--- src/rtl/snes_joy_pkg.sv ---
// Shared definitions for the SNES pad reader: FSM states and the bit positions
// of the SNES serial report and of the GB joystick vector.
package snes_joy_pkg;

    typedef enum logic [2:0] {
        IDLE  = 3'd0,
        LATCH = 3'd1,
        GAP   = 3'd2,
        LOW   = 3'd3,
        HIGH  = 3'd4,
        DONE  = 3'd5
    } state_t;

    // SNES raw report, index = shift order, active-low
    localparam int SNES_B      = 0;
    localparam int SNES_Y      = 1;
    localparam int SNES_SELECT = 2;
    localparam int SNES_START  = 3;
    localparam int SNES_UP     = 4;
    localparam int SNES_DOWN   = 5;
    localparam int SNES_LEFT   = 6;
    localparam int SNES_RIGHT  = 7;
    localparam int SNES_A      = 8;
    localparam int SNES_X      = 9;
    localparam int SNES_L      = 10;
    localparam int SNES_R      = 11;
    localparam int SNES_ID_LO  = 12;

    // GB joystick vector, active-high
    localparam int GB_RIGHT  = 0;
    localparam int GB_LEFT   = 1;
    localparam int GB_UP     = 2;
    localparam int GB_DOWN   = 3;
    localparam int GB_A      = 4;
    localparam int GB_B      = 5;
    localparam int GB_SELECT = 6;
    localparam int GB_START  = 7;

    localparam int SNES_BITS = 16;

endpackage

--- src/rtl/joy_sync.sv ---
// Two-flop synchronizer for the asynchronous pad data line; resets to the
// released (high) level so a reset never looks like a pressed button.
module joy_sync (
    input  logic clk,
    input  logic reset,
    input  logic d,
    output logic q
);

    logic [1:0] ff;

    always_ff @(posedge clk) begin
        if (reset) ff <= 2'b11;
        else       ff <= {ff[0], d};
    end

    assign q = ff[1];

endmodule

--- src/rtl/snes_joy_reader.sv ---
// Polls an SNES pad over latch/clock/data once per poll period and publishes
// the report as the GB core's active-high 8-bit joystick vector.
module snes_joy_reader
    import snes_joy_pkg::*;
#(
    parameter int LATCH_CYC = 50,
    parameter int HALF_CYC  = 25,
    parameter int POLL_CYC  = 69905
) (
    input  logic       clk,
    input  logic       reset,
    output logic       joy_strobe,
    output logic       joy_clock,
    input  logic       joy_data,
    output logic [7:0] joystick,
    output logic       pad_present,
    output logic       frame_done
);

    localparam int PW = $clog2(POLL_CYC);
    localparam int TW = $clog2((LATCH_CYC > HALF_CYC) ? LATCH_CYC : HALF_CYC);
    localparam logic [PW-1:0] POLL_LAST  = PW'(POLL_CYC - 1);
    localparam logic [TW-1:0] LATCH_LAST = TW'(LATCH_CYC - 1);
    localparam logic [TW-1:0] HALF_LAST  = TW'(HALF_CYC - 1);

    state_t                 state, state_nxt;
    logic [PW-1:0]          poll_cnt;
    logic [TW-1:0]          tmr;
    logic [4:0]             bit_idx;
    logic [SNES_BITS-1:0]   sr;
    logic                   data_s;
    logic                   half_done;
    logic                   latch_done;
    logic                   sample;

    joy_sync u_sync (
        .clk   (clk),
        .reset (reset),
        .d     (joy_data),
        .q     (data_s)
    );

    // Signature check: ID nibble all ones, and not a floating-low line
    function automatic logic sig_ok(input logic [SNES_BITS-1:0] raw);
        return (raw[SNES_ID_LO +: 4] == 4'hF) && (raw[SNES_R:SNES_B] != '0);
    endfunction

    function automatic logic [7:0] to_gb(input logic [SNES_BITS-1:0] raw);
        logic [7:0] j;
        j = '0;
        // Opposing directions cancel each other out
        j[GB_RIGHT]  = ~raw[SNES_RIGHT] &  raw[SNES_LEFT];
        j[GB_LEFT]   = ~raw[SNES_LEFT]  &  raw[SNES_RIGHT];
        j[GB_UP]     = ~raw[SNES_UP]    &  raw[SNES_DOWN];
        j[GB_DOWN]   = ~raw[SNES_DOWN]  &  raw[SNES_UP];
        j[GB_A]      = ~raw[SNES_A] | ~raw[SNES_X];
        j[GB_B]      = ~raw[SNES_B] | ~raw[SNES_Y];
        j[GB_SELECT] = ~raw[SNES_SELECT];
        j[GB_START]  = ~raw[SNES_START];
        return j;
    endfunction

    always_ff @(posedge clk) begin
        if (reset)                     poll_cnt <= '0;
        else if (poll_cnt == POLL_LAST) poll_cnt <= '0;
        else                           poll_cnt <= poll_cnt + 1'b1;
    end

    // Per-state cycle timer, cleared on every state change
    always_ff @(posedge clk) begin
        if (reset)                                  tmr <= '0;
        else if (state != state_nxt || state == IDLE) tmr <= '0;
        else                                        tmr <= tmr + 1'b1;
    end

    assign half_done  = (tmr == HALF_LAST);
    assign latch_done = (tmr == LATCH_LAST);

    always_ff @(posedge clk) begin
        if (reset) state <= IDLE;
        else       state <= state_nxt;
    end

    always_comb begin
        state_nxt = state;
        case (state)
            IDLE:    if (poll_cnt == '0) state_nxt = LATCH;
            LATCH:   if (latch_done)     state_nxt = GAP;
            GAP:     if (half_done)      state_nxt = LOW;
            LOW:     if (half_done)      state_nxt = HIGH;
            HIGH:    if (half_done)      state_nxt = bit_idx[4] ? DONE : LOW;
            DONE:                        state_nxt = IDLE;
            default:                     state_nxt = IDLE;
        endcase
    end

    always_comb begin
        joy_strobe = 1'b0;
        joy_clock  = 1'b1;
        case (state)
            LATCH:   joy_strobe = 1'b1;
            LOW:     joy_clock  = 1'b0;
            default: ;
        endcase
    end

    // Sample just before the falling clock edge, when the pad's bit is settled
    assign sample = half_done && ((state == GAP) || (state == HIGH && !bit_idx[4]));

    always_ff @(posedge clk) begin
        if (reset) begin
            bit_idx     <= '0;
            sr          <= '1;
            joystick    <= '0;
            pad_present <= 1'b0;
            frame_done  <= 1'b0;
        end else begin
            frame_done <= (state == DONE);
            if (sample) begin
                sr      <= {data_s, sr[SNES_BITS-1:1]};
                bit_idx <= (state == GAP) ? 5'd1 : bit_idx + 5'd1;
            end
            if (state == DONE) begin
                pad_present <= sig_ok(sr);
                joystick    <= sig_ok(sr) ? to_gb(sr) : 8'h00;
            end
        end
    end

endmodule

--- config.mk ---
export PLATFORM = sky130hd
export DESIGN_NAME = snes_joy_reader
export DESIGN_NICKNAME = d
export VERILOG_FILES = /design/src/rtl/snes_joy_pkg.sv /design/src/rtl/joy_sync.sv /design/src/rtl/snes_joy_reader.sv
export SDC_FILE = /design/constraint.sdc
export NUM_CORES = 1
export LEC_CHECK = 0
export CORE_MARGIN = 2
export CORE_UTILIZATION = 33
export CTS_BUF_LIST = sky130_fd_sc_hd__clkbuf_4 sky130_fd_sc_hd__clkbuf_8
export CTS_CLUSTER_SIZE = 8
export DETAILED_ROUTE_END_ITERATION = 8
export PLACE_DENSITY_LB_ADDON = 0.3
export SLEW_MARGIN = 20
export SYNTH_ARGS = -nofsm -noshare
export SYNTH_HDL_FRONTEND = slang
export SYNTH_SLANG_ARGS = --single-unit
export TNS_END_PERCENT = 10
--- constraint.sdc ---
create_clock -name clk -period 2.44 [get_ports clk]
set_clock_uncertainty 0.1 [all_clocks]
set_input_delay 0.488 -clock clk [delete_from_list [all_inputs] [get_ports clk]]
set_output_delay 0.488 -clock clk [all_outputs]
set_load 0.005 [all_outputs]
* Word-level counts from Yosys, hierarchy flattened
Index checks and enable logic that the tools add are counted.
** Cells by class
- Add/sub/neg operators :: 3
- Equal/unequal tests :: 10
- Multiplexer cells :: 11
- Bitwise operators :: 16
- Reduce and logical (&&, ||, !) cells :: 11
** Operators by type and width (number)
- $mux 3 :: 6
- $add 17x1->17 const B :: 1
- $eq 17x17->1 const B :: 1
- $logic_not 17->1 :: 1
- $pmux 3 s5 :: 1
- $reduce_bool 12->1 :: 1
- $not 1->1 :: 10
- $mux 8 :: 1
- $add 6x1->6 const B :: 1
- $eq 3x2->1 const B :: 2
- $eq 3x3->1 const B :: 2
- $eq 6x5->1 const B :: 1
- $eq 6x6->1 const B :: 1
- $add 5x1->5 const B :: 1
- $mux 5 :: 1
- $and 1x1->1 :: 4
- $eq 4x4->1 const B :: 1
- $reduce_or 2->1 :: 2
- $eq 3x1->1 const B :: 1
- $logic_and 1x1->1 :: 3
- $logic_not 3->1 :: 1
- $ne 3x3->1 :: 1
- $logic_or 1x1->1 :: 2
- $mux 1 :: 2
- 2 further kinds :: 3
** Word-level totals
- Bits in registers :: 59
- Bits of input ports :: 3
- Output and inout bits :: 12
- Logic and storage cells :: 60

* Depth between registers and ports, before layout
- Depth after elaboration :: 6
- Depth in mapped cells :: 8
- Mapped depth without buffers :: 7

* Modules after synthesis
Synthesis repeated with hierarchy kept, for this count alone.
** Second synthesis, totals
- Cells, all modules :: 296
- Area, all modules :: 2608.8 um2
** Modules (own cells, without submodules)
- snes_joy_reader :: instances 1, cells an instance 292, area an instance 2556.2 um2, seq. area each 1141.1 um2
- joy_sync :: instances 1, cells an instance 4, area an instance 52.6 um2, seq. area each 40.0 um2

* Worst setup path before layout
Ideal clock, no wire load.
- Path kind :: reg-to-reg
- From :: register tmr[0]
- To :: register tmr[5]
- Setup time :: 0.070 ns
- Arrival time :: 1.660 ns
- Required time :: 2.270 ns
- Path slack :: 0.610 ns
- Stages on the path, launching flop included :: 8
- Buffers on the path :: 0
- Clock period less this slack :: 1.830 ns
- Path through :: dfxtp_1 > inv_1 > ha_1 > nand4b_4 > or2_4 > a311oi_2 > nand3_2 > a21oi_1
** On the way
- Cells in the longest elaborated chain, start to end :: 6
- Elaborated cells on any way between the ends :: 11
- Classes of those cells :: add/sub: 1; eq/ne: 3; mux: 5; reduce/logical: 2
** RTL lines
- from (decl) :: line snes_joy_reader.sv:28 : logic [TW-1:0] tmr;
- from (signal assigned) :: line snes_joy_reader.sv:73 : else tmr <= tmr + 1'b1;
- $eq 6x5->1 or $eq 6x6->1 (tied branches) :: line snes_joy_reader.sv:76, snes_joy_reader.sv:77
- $mux 3, on equally long branches
- $pmux 3 s5 :: line snes_joy_reader.sv:86 : case (state)
- $ne 3x3->1 :: line snes_joy_reader.sv:72 : else if (state != state_nxt || state == IDLE) tmr <= '0;
- $logic_or 1x1->1 :: line snes_joy_reader.sv:72
- $reduce_or 2->1 (no line)
Parallel ways exist; a longest one is shown, timed or not.
A chain may end at the register's enable or synchronous reset.

* Final worst setup path
- From :: register state[2]
- To :: output port joy_clock
** On the way
- Cells in the longest elaborated chain, start to end :: 2
** RTL lines
- from (decl) :: line snes_joy_reader.sv:26 : state_t state, state_nxt;
- from (signal assigned) :: line snes_joy_reader.sv:81 : else state <= state_nxt;
- $eq 3x2->1 :: line snes_joy_reader.sv:100 : case (state)
- $mux 1 :: line snes_joy_reader.sv:100
- to (decl) :: line snes_joy_reader.sv:13 : output logic joy_clock,
Every way passes these cells.

==> results.md <==
| Result | Value | Unit |
|:---|:---|:---|
| Result of the run | complete, no violations | - |
| Depth of the CTS H-tree | 3 | - |
| Global routing met2 resource utilization | 19.0 | % |
| Count of flip-flops with a built-in enable after synthesis | 0 | - |
| Root buf cell | sky130_fd_sc_hd__clkbuf_8 | - |
| Final Hold Slack | 0.307 | ns |
| Die span in x | 93.0 | um |
| Number of global-route vias before repair | 1,952 | - |
| Gr ovfl total | 0 | - |
| Proportion of synthesized flip-flops having asynchronous set or reset | 0 | % |
| Share of cells above drive strength 1 | 9.81 | % |
| Rel. slew slack | 63.6 | % |
| Number of cells upsized or downsized after cts | 0 | - |
| Via density | 4.80 | - |
| Gr usage total | 12.7 | % |
| Req. time, crit path | 1.85 | ns |
| Net count, final | 324 | - |
| Sequential cell area fraction in the yosys report | 45.2 | % |
| Part of the cycle the worst path needs | 94.1 | % |
| Antenna diodes | 0 | - |
| Setup TNS after final layout | 0 | ns |
| Worst-Margin Slew | 0.533 | ns |
| Die H | 93.0 | um |
| Final Instance Count excl. Fillers | 418 | - |
| Unrepaired setup endpoints after global routing | false | - |
| Relative area change from synthesis to final layout | 16.0 | % |
| Max IR drop VDD | 0.000220 | V |
| CTS tree | yes | - |
| Crit path launch type | flop | - |
| Count of final hold-check violations | 0 | - |
| Gr busiest metal | met2 | - |
| Max Clock Freq | 0.436 | GHz |
| Iteration-0 DRC Markers | 74 | - |
| Wirelength per Cell | 11.7 | um |
| Cell types with the largest area share after synthesis | sky130_fd_sc_hd__dfxtp_1 45%, sky130_fd_sc_hd__nand2_1 7.9%, sky130_fd_sc_hd__nand3b_1 5.7% | - |
| Count of buffers from port buffering | 14 | - |
| Pin count of the biggest net entering global routing | 35 | - |
| Via count | 2,006 | - |
| Count of final max-slew check failures | 0 | - |
| Clk slew on worst S/H paths | 0.06 | ns |
| Initial standard-cell utilization of the core | 34.0 | % |
| Distinct cell type count of the synthesized netlist | 50 | - |
| Total of fill cells in the finished design | 789 | - |
| Power density normalized to cell area | 601 | nW/um^2 |
| TritonCTS Sinks | 59 | - |
| DRC Markers | 0 | - |
| Critical Path AT | 1.71 | ns |
| Number of flip-flops and latches in the synthesized netlist | 59 | - |
| DP Wirelength | 3280 | um |
| Global-route wire length before repair | 8700 | um |
| Post-CTS setup-driven buffer insertion count | 0 | - |
| Routability congestion estimate from global placement | 0.728 | - |
| Initial antenna violation count | 0 | - |
| Fraction of synthesized cell area taken by the top area cell type | 45.2 | % |
| Number of nets still failing antenna checks after routing | 0 | - |
| Path type of the worst min-delay path | reg2reg | - |
| Number of buffers added by the clock tree synthesis step | 9 | - |
| Total power consumption of the routed design | 0.00182 | W |
| Hold-fix buffers at CTS | 0 | - |
| Largest area contributor in the netlist | sky130_fd_sc_hd__dfxtp_1 | - |
| Synthesized netlist cell count | 295 | - |
| Global-route met1 utilization | 16.2 | % |
| Setup crit end kind | primary output | - |
| Type of the setup path with the least slack | reg2out | - |
| Global Route met3 Usage | 4.19 | % |
| Net count of the mapped netlist | 304 | - |
| Boundary Pins | 15 | - |
| Synth warn | 0 | - |
| Combined area of all synthesized cells | 2610 | um^2 |
| Standard-cell row count | 32 | - |
| Max-Cap Viols | 0 | - |
| Die area | 8650 | um^2 |
| Clock latency reported for the late side of the worst-skew pair | 0.33 | ns |
| Mean instance size in the synthesized netlist | 8.86 | um^2 |
| Max Root-Sink Buffers | 2 | - |
| CORE AREA | 7690 | um^2 |
| DR pass1 iterations | 4 | - |
| Minimum clock period | 2.30 | ns |
| Total placed cells including tap cells | 406 | - |
| Critical path peak fanout | 10 | - |
| Final wirelength | 4890 | um |
| Leak Pwr | 1.16 | nW |
| Most instantiated flip-flop cell in the synthesis netlist | sky130_fd_sc_hd__dfxtp_1 | - |
| Flop2flop setup slack | 0.32 | ns |
| Setup-violating endpoint count in the final report | 0 | - |
| Most frequent cells in the layout | 59 x sky130_fd_sc_hd__dfxtp_1, 55 x sky130_fd_sc_hd__nand2_1, 29 x sky130_fd_sc_hd__nor2_1, 20 x sky130_fd_sc_hd__nand3b_1, 14 x sky130_fd_sc_hd__clkdlybuf4s50_1 | - |
| Commonest non-fill, non-tap cell in the layout | sky130_fd_sc_hd__dfxtp_1 | - |
worst max-delay path, cell delays in order, from the launching register on:
cell and delay (ns):
sky130_fd_sc_hd__dfxtp_1 0.49, sky130_fd_sc_hd__and2b_1 0.27, sky130_fd_sc_hd__nand2_1 0.12, sky130_fd_sc_hd__clkdlybuf4s50_1 0.51
cell usage after synthesis, types with 2 or more instances:
cell type                   number
sky130_fd_sc_hd__a2111oi_0       2
sky130_fd_sc_hd__a211oi_1        2
sky130_fd_sc_hd__a21oi_1        13
sky130_fd_sc_hd__a22oi_1         2
sky130_fd_sc_hd__and3_1          2
sky130_fd_sc_hd__and4_1          3
sky130_fd_sc_hd__buf_4           3
sky130_fd_sc_hd__clkbuf_1        8
sky130_fd_sc_hd__dfxtp_1        59
sky130_fd_sc_hd__ha_1            6
sky130_fd_sc_hd__inv_1           8
sky130_fd_sc_hd__nand2_1        55
sky130_fd_sc_hd__nand2b_1        2
sky130_fd_sc_hd__nand3_1         9
sky130_fd_sc_hd__nand3b_1       20
sky130_fd_sc_hd__nand4_1         6
sky130_fd_sc_hd__nor2_1         29
sky130_fd_sc_hd__nor2b_1         3
sky130_fd_sc_hd__nor3_1          3
sky130_fd_sc_hd__nor3b_1         2
sky130_fd_sc_hd__nor4_1          6
sky130_fd_sc_hd__o21ai_0         4
sky130_fd_sc_hd__or2_2           2
sky130_fd_sc_hd__or3_1           2
sky130_fd_sc_hd__xnor2_1         7
sky130_fd_sc_hd__xor2_1         13
flip-flops by register name (all words and copies together), names as in the netlist:
name and flops:
state 3, sr 16, frame_done 1, tmr 6, poll_cnt 17, joystick 8
u_sync.ff 2, pad_present 1, bit_idx 5
final cells by class:
cell class | count | area [um^2] | share of cell area [%]
Tap cell | 102 | 128 | 4.21
Sequential cell | 59 | 1180 | 38.9
Clock buffer | 12 | 159 | 5.24
Inverter | 8 | 30.0 | 0.990
Timing Repair Buffer | 22 | 200 | 6.60
Multi-Input combinational cell | 215 | 1340 | 44.0
report_power, final:
part           total (W)  switching, W  internal [W]
logic          0.0000889     0.0000475     0.0000414
clock network   0.000751      0.000338      0.000413
registers       0.000982    0.00000873      0.000973
stage by stage:
| step | cell area, um^2 | util, % | setup slack (ns) |
|---|---|---|---|
| detailed placement | 2870 | 37.4 | 0.359 |
| global route | 3030 | 39.5 | 0.0217 |
| floorplan | 2610 | - | 0.610 |
| CTS | 3030 | 39.5 | 0.133 |
| finish | 3030 | 39.5 | 0.145 |
| global placement | 2870 | 37.4 | 0.367 |
final timing paths:
check        cells after the start                      end               startpoint
min reg2reg                      1  u_sync.ff[1]$_SDFF_PP1_  u_sync.ff[0]$_SDFF_PP1_
max reg2reg                      5  bit_idx[0]$_SDFFE_PP0P_      state[2]$_SDFF_PP0_
min                              1  u_sync.ff[1]$_SDFF_PP1_  u_sync.ff[0]$_SDFF_PP1_
max                              3                joy_clock      state[2]$_SDFF_PP0_
layer usage:
metal / routed length [um] / share of wire [%]
met1: 2470 / 51
met2: 2170 / 44
met3: 139 / 2.8
met4: 110 / 2.2
met5: 0 / 0
logic make-up (layout without fill, tap and decap cells):
kind of cell	Yosys count	count (layout)	synth area share, %
AOI/OAI and AO/OA	35	35	10.4
xor gates and xnor gates	20	20	6.70
adders and majority gates	6	6	2.87
buffers and inverters	21	42	3.73
DFF	59	59	45.2
and+or+nand+nor	154	154	31.1
(Power assumes the default switching activity.)
